--- config.mk ---
export PLATFORM = sky130hd
export DESIGN_NAME = mem_port_arbiter
export DESIGN_NICKNAME = d
export VERILOG_FILES = /design/src/rtl/mem_port_arbiter.sv
export SDC_FILE = /design/constraint.sdc
export NUM_CORES = 1
export LEC_CHECK = 0
export CORE_AREA = 2 2 103 105
export DETAILED_ROUTE_END_ITERATION = 10
export DIE_AREA = 0 0 105 107
export PLACE_DENSITY = 0.7
export SLEW_MARGIN = 20
export SYNTH_ARGS = -nofsm -noshare
export SYNTH_HDL_FRONTEND = slang
export SYNTH_SLANG_ARGS = --single-unit
--- constraint.sdc ---
create_clock -name clock -period 2.1 [get_ports clock]
set_clock_uncertainty 0.05 [all_clocks]
set_input_delay 0.42 -clock clock [delete_from_list [all_inputs] [get_ports clock]]
set_output_delay 0.42 -clock clock [all_outputs]
set_load 0.005 [all_outputs]
--- src/rtl/mem_port_arbiter.sv ---
// Arbiter for the single synchronous memory port shared by the data path, instruction
// fetch and debug reader; tracks read ownership so returned data reaches its issuer.
module mem_port_arbiter #(
  parameter int ADDR_WIDTH   = 14,
  parameter int DATA_WIDTH   = 32,
  parameter int MEM_LATENCY  = 1,
  parameter int STARVE_LIMIT = 8
) (
  input  logic                  clock,
  input  logic                  reset,
  input  logic                  data_req,
  input  logic                  data_we,
  input  logic [ADDR_WIDTH-1:0] data_addr,
  input  logic [DATA_WIDTH-1:0] data_wdata,
  output logic                  data_gnt,
  output logic                  data_rvalid,
  output logic [DATA_WIDTH-1:0] data_rdata,
  input  logic                  fetch_req,
  input  logic [ADDR_WIDTH-1:0] fetch_addr,
  output logic                  fetch_gnt,
  output logic                  fetch_rvalid,
  output logic [DATA_WIDTH-1:0] fetch_rdata,
  input  logic                  dbg_req,
  input  logic [ADDR_WIDTH-1:0] dbg_addr,
  output logic                  dbg_gnt,
  output logic                  dbg_rvalid,
  output logic [DATA_WIDTH-1:0] dbg_rdata,
  output logic [ADDR_WIDTH-1:0] mem_addr,
  output logic                  mem_we,
  output logic [DATA_WIDTH-1:0] mem_wdata,
  input  logic [DATA_WIDTH-1:0] mem_rdata,
  output logic                  stall,
  output logic                  boost
);

  localparam logic [1:0] ID_DATA  = 2'd0;
  localparam logic [1:0] ID_FETCH = 2'd1;
  localparam logic [1:0] ID_DBG   = 2'd2;
  localparam logic [7:0] LIMIT    = 8'(STARVE_LIMIT);

  logic                   active;
  logic [7:0]             starve_cnt;
  logic [7:0]             starve_cnt_nxt;
  logic                   boost_nxt;
  logic                   issue_valid;
  logic [1:0]             issue_id;
  logic [MEM_LATENCY-1:0] pipe_valid;
  logic [1:0]             pipe_id [MEM_LATENCY];
  logic                   tail_valid;
  logic [1:0]             tail_id;

  // Grants stay low until the first clock edge after reset release, so release is synchronous.
  always_ff @(posedge clock or negedge reset) begin
    if (!reset) active <= 1'b0;
    else        active <= 1'b1;
  end

  always_comb begin
    data_gnt  = 1'b0;
    fetch_gnt = 1'b0;
    dbg_gnt   = 1'b0;
    if (active) begin
      if (boost && dbg_req) dbg_gnt   = 1'b1;
      else if (data_req)    data_gnt  = 1'b1;
      else if (fetch_req)   fetch_gnt = 1'b1;
      else if (dbg_req)     dbg_gnt   = 1'b1;
    end
  end

  always_comb begin
    mem_addr = '0;
    if (data_gnt)       mem_addr = data_addr;
    else if (fetch_gnt) mem_addr = fetch_addr;
    else if (dbg_gnt)   mem_addr = dbg_addr;
  end

  assign mem_we    = data_gnt & data_we;
  assign mem_wdata = mem_we ? data_wdata : '0;
  assign stall     = active & fetch_req & ~fetch_gnt;

  always_comb begin
    starve_cnt_nxt = starve_cnt;
    if (!active || !dbg_req || dbg_gnt) starve_cnt_nxt = 8'd0;
    else if (starve_cnt != 8'hFF)       starve_cnt_nxt = starve_cnt + 8'd1;
  end

  always_comb begin
    boost_nxt = boost;
    if (dbg_gnt)                                          boost_nxt = 1'b0;
    else if (active && dbg_req && starve_cnt_nxt == LIMIT) boost_nxt = 1'b1;
  end

  always_ff @(posedge clock or negedge reset) begin
    if (!reset) begin
      starve_cnt <= 8'd0;
      boost      <= 1'b0;
    end else begin
      starve_cnt <= starve_cnt_nxt;
      boost      <= boost_nxt;
    end
  end

  // Writes and idle cycles enter the owner pipeline as bubbles so return order matches issue order.
  always_comb begin
    issue_valid = 1'b0;
    issue_id    = ID_DATA;
    if (data_gnt && !data_we) begin
      issue_valid = 1'b1;
      issue_id    = ID_DATA;
    end else if (fetch_gnt) begin
      issue_valid = 1'b1;
      issue_id    = ID_FETCH;
    end else if (dbg_gnt) begin
      issue_valid = 1'b1;
      issue_id    = ID_DBG;
    end
  end

  always_ff @(posedge clock or negedge reset) begin
    if (!reset) begin
      pipe_valid <= '0;
      for (int i = 0; i < MEM_LATENCY; i++) pipe_id[i] <= ID_DATA;
    end else begin
      pipe_valid[0] <= issue_valid;
      pipe_id[0]    <= issue_id;
      for (int i = 1; i < MEM_LATENCY; i++) begin
        pipe_valid[i] <= pipe_valid[i-1];
        pipe_id[i]    <= pipe_id[i-1];
      end
    end
  end

  assign tail_valid = pipe_valid[MEM_LATENCY-1];
  assign tail_id    = pipe_id[MEM_LATENCY-1];

  assign data_rvalid  = tail_valid && (tail_id == ID_DATA);
  assign fetch_rvalid = tail_valid && (tail_id == ID_FETCH);
  assign dbg_rvalid   = tail_valid && (tail_id == ID_DBG);

  assign data_rdata  = data_rvalid  ? mem_rdata : '0;
  assign fetch_rdata = fetch_rvalid ? mem_rdata : '0;
  assign dbg_rdata   = dbg_rvalid   ? mem_rdata : '0;

endmodule

==> results <==
- The run finished, with violations left.
- The checks that failed: setup timing.
- The flip-flop and latch count after synthesis is 13.
- In the synthesized netlist, the cells that appear most often are 98 x and2_1, 33 x and3_1, 16 x inv_1.
- The root buffer cell is clkbuf_8.
- The count of warnings emitted by yosys is 0.
- Synthesis handed over a netlist of 253 instances.
- The worst hold path begins at data_req.
- The average wire per cell in the routed design is 16.3 um.
- Once placement finished, the instance area stood at 4740 um2.
- The largest single stage delay on the critical path is 0.44 ns.
- The first global-routing pass estimated about 15000 um of wire.
- Power spread over the standard cell area amounts to 238 nW/um2.
- The average instance in the mapped netlist occupies roughly 7.3 um2.
- The count of final hold-check violations was 0.
- The total count of max-transition violations in the final report came to 0.
- CTS built an H-tree with a depth of 1.
- In the final layout, the share of cells above drive strength 1 is 0.200.
- The ratio of final minimum period to clock period is 1.07.
- The pin count of the biggest net entering global routing is 34.
- Buffers inserted to repair hold after CTS numbered 0.
- The starting density of the core is 0.184.
- Counting every sink on the clock net gives 13.
- The pre-antenna-repair detailed-routing pass consisted of 8 iterations.
- The slowest stage of the critical path belongs to the cell dfrtp_2.
- The time the worst path needs with I/O delays and setup is 2.25 ns.
- The die height is approximately 110 um.
- For this run, the post-layout net count is 655.
- The clock-pin slew on the worst setup and hold paths is 0.05 ns.
- From synthesis to final layout, the design area changed by 168%.
- For this block, the initial DRC count from the detailed router was between 200 and 250.
- The detailed placement HPWL is approximately 8400 um.
- Static timing analysis puts the maximum clock frequency at 445 MHz.
- Data on the critical path is required at its endpoint by approximately 1.6 ns.
- Using the TritonRoute via totals, the vias-per-cell ratio works out to 4.35.
- The worst reg-to-reg setup slack is 0.31 ns.
- The wire length reported by the detailed router is 11100 um.
- The share of synthesized area in the top cell type comes to 0.331.
- By area the synthesized netlist is led by and2_1 33%, dfrtp_1 18%, and3_1 11%, a222oi_1 7.6%, inv_1 3.2%.
- Measured against its own limit, the worst slew margin works out to 0.633.
- The count of maximum capacitance violations is 0.
- The signal on the critical path passes through nand2_4 > a211oi_4 > bufbuf_16 > a222oi_1 > inv_1 > dlygate4sd2_1.
- The worst flop-to-flop path endpoint is boost$_DFFE_PN0P_.
- The post-synthesis cell type count is 39.
- The worst setup path is captured at an output pin.
- The maximum fanout encountered on the critical timing path is 8.
- The total leakage power is 0.00281 uW.
- After synthesis the cells add up to about 1900 um2.
- The synthesized design contains 0 enable-type register cells.
- The total nets after synthesis is 366.
- The area of the placeable core is 10100 um2.
- TritonCTS built the clock tree.
- The share of async-settable or async-resettable flops after synthesis is 1.00.
- At the pin with the least slew margin, the transition time is 0.548 ns.
- IR analysis of the VDD net gives a maximum drop of between 0.00015 and 0.0002 V.
- The clock passes through at most 2 buffers.
- The number of cells traversed by the worst register-to-register path is 6.
- The worst reg2reg path startpoint is starve_cnt[0]$_DFF_PN0_.
- The count of buffers added on input and output ports is 262.
- The global-route usage over all layers is 0.172.
- The later pin in the worst-skew pair is clocked with a latency of about 0.25 ns.
- The share of the Yosys chip area taken by registers is 0.175.
- Setup repair after global routing could not meet its margin everywhere.
- The finished cells cover a little under 5000 um2.
- The last weighted congestion value of the routability-driven placer is 0.823.
- Setup violations remaining at the end of the flow were counted as 10.
- The endpoint arrival time on the critical path is about 1.8 ns.
- The filler cells instantiated in the layout total just over 1000.
- Row generation in the floorplan step produced 37 rows.
- The worst setup path is of the flop to output pin kind.
- The largest area contributor in the synthesized netlist is and2_1.
- The total congestion overflow after global routing is 0.
- In this run, CTS created clock tree buffers numbering 3.
- STA classifies the critical path startpoint as a flop.
- By instance count, the leading cell after synthesis is and2_1.
- The number of remaining DRC errors is 0.
- The initial antenna violation count is 3.
- The number of global-route vias before repair is 2860.
- The die covers 11200 um2.
- The post-route worst setup slack is -0.147 ns.
- The via count of the routed design is 2954.
- Among all flip-flop cells after synthesis, the most frequent one is dfrtp_1.
- The end-of-flow core utilization is 0.493.
- The detail route stage leaves a number of antenna-violating nets equal to 0.
- The I/O pin count is 263.
- The path class of the lowest-slack min-delay path is input port to flop.
- The overall power is 1180 uW.
- The die outline width is 105 um.
- The count of cells along the worst hold path is 2.
- For hold timing, the worst endpoint is pipe_id[0]$_DFF_PN0_.
layout by cell type, fill, tap and decap left out, types with 3 or more instances in the layout:
cell | netlist | layout
clkdlybuf4s50_1 | 0 | 109
and2_1 | 98 | 95
dlygate4sd2_1 | 0 | 50
clkdlybuf4s15_1 | 0 | 46
and3_1 | 33 | 33
clkbuf_2 | 0 | 28
buf_4 | 2 | 20
inv_1 | 16 | 16
buf_2 | 4 | 15
a222oi_1 | 14 | 14
nor2_1 | 14 | 14
dlymetal6s2s_1 | 0 | 13
buf_6 | 3 | 11
dfrtp_1 | 13 | 11
buf_12 | 0 | 5
nand3_1 | 4 | 4
xor2_1 | 3 | 3
and2_4 | 0 | 3
clkbuf_8 | 0 | 3
clkbuf_16 | 0 | 3
metrics by stage:
stage               hold WS, ns  TNS, ns  std cells  setup WS (ns)
global placement          0.531   -25.51        647         -0.586
detailed placement        0.555   -27.61        647         -0.678
global route              0.382    -2.04        677         -0.207
finish                    0.375   -0.883        679         -0.147
CTS                       0.465    -4.49        661         -0.197
floorplan                0.0744        0        253          0.380
power by group:
part,switching [uW],total (uW),leakage (uW),internal (uW)
Combinational,242,694,0.00261,452
Clock,89.4,223,0.0000228,134
Sequential,7.93,266,0.000174,258
Total,339,1180,0.00281,844
worst max-delay path: cells and delay by family, from the launching register on:
family | cells | cell delay, ns
buffers and inverters | 3 | 0.64
AND/OR/NAND/NOR | 1 | 0.09
flip-flops | 1 | 0.44
AO/OA/AOI/OAI | 2 | 0.36
repair_timing:
item,4_1_cts,5_1_grt
pin swaps,15,8
gates cloned,6,3
buffers inserted,4,13
resized for setup,192,144
endpoints found under the setup margin,147,38
how the worst max path moves through the flow:
stage,slack [ns],from,depth (start not counted),end
2_1_floorplan,0.38,boost$_DFFE_PN0P_,5,mem_addr[10]
3_3_place_gp,-0.59,dbg_req,6,mem_addr[4]
3_5_place_dp,-0.68,dbg_req,6,mem_addr[5]
4_1_cts,-0.20,boost$_DFFE_PN0P_,5,mem_addr[6]
5_1_grt,-0.21,active$_DFF_PN0_,6,mem_addr[3]
6_report,-0.15,active$_DFF_PN0_,6,mem_addr[3]
layer usage:
| layer | vias to the layer above | routed length, um | GRT usage |
|---|---|---|---|
| met2 | 183 | 5430 | 0.307 |
| met4 | 2 | 175 | 0.0400 |
| met5 | - | 13 | 0 |
| met1 | 1316 | 4220 | 0.195 |
| li1 | 1434 | - | - |
| met3 | 19 | 1250 | 0.0614 |
registers in the layout, indices dropped and copies added (netlist names):
register,cells
pipe_id,2
starve_cnt,8
active,1
pipe_valid,1
boost,1
layout make-up:
type,instances,area (um2),share of cell area
clock buffer,4,45.0,0.00906
multi-input combinational,200,1380,0.278
inverter,17,63.8,0.0128
timing repair buffer,307,2980,0.599
tap,136,170,0.0342
sequential,13,328,0.0659
antenna,2,5.00,0.00101
logic make-up (layout without fill, tap and decap cells):
| logic type | Yosys count | count (layout) | synth area share |
|---|---|---|---|
| AND/OR/NAND/NOR | 165 | 165 | 0.539 |
| adder cells (fa/ha/maj) | 1 | 1 | 0.00675 |
| AO/OA/AOI/OAI | 27 | 27 | 0.147 |
| XOR/XNOR | 4 | 4 | 0.0189 |
| other | 1 | 3 | 0.00202 |
| multiplexers | 2 | 2 | 0.0108 |
| buffers and inverters | 40 | 328 | 0.0999 |
| flip-flops | 13 | 13 | 0.175 |
No activity file was read; power rests on OpenSTA's default activity.
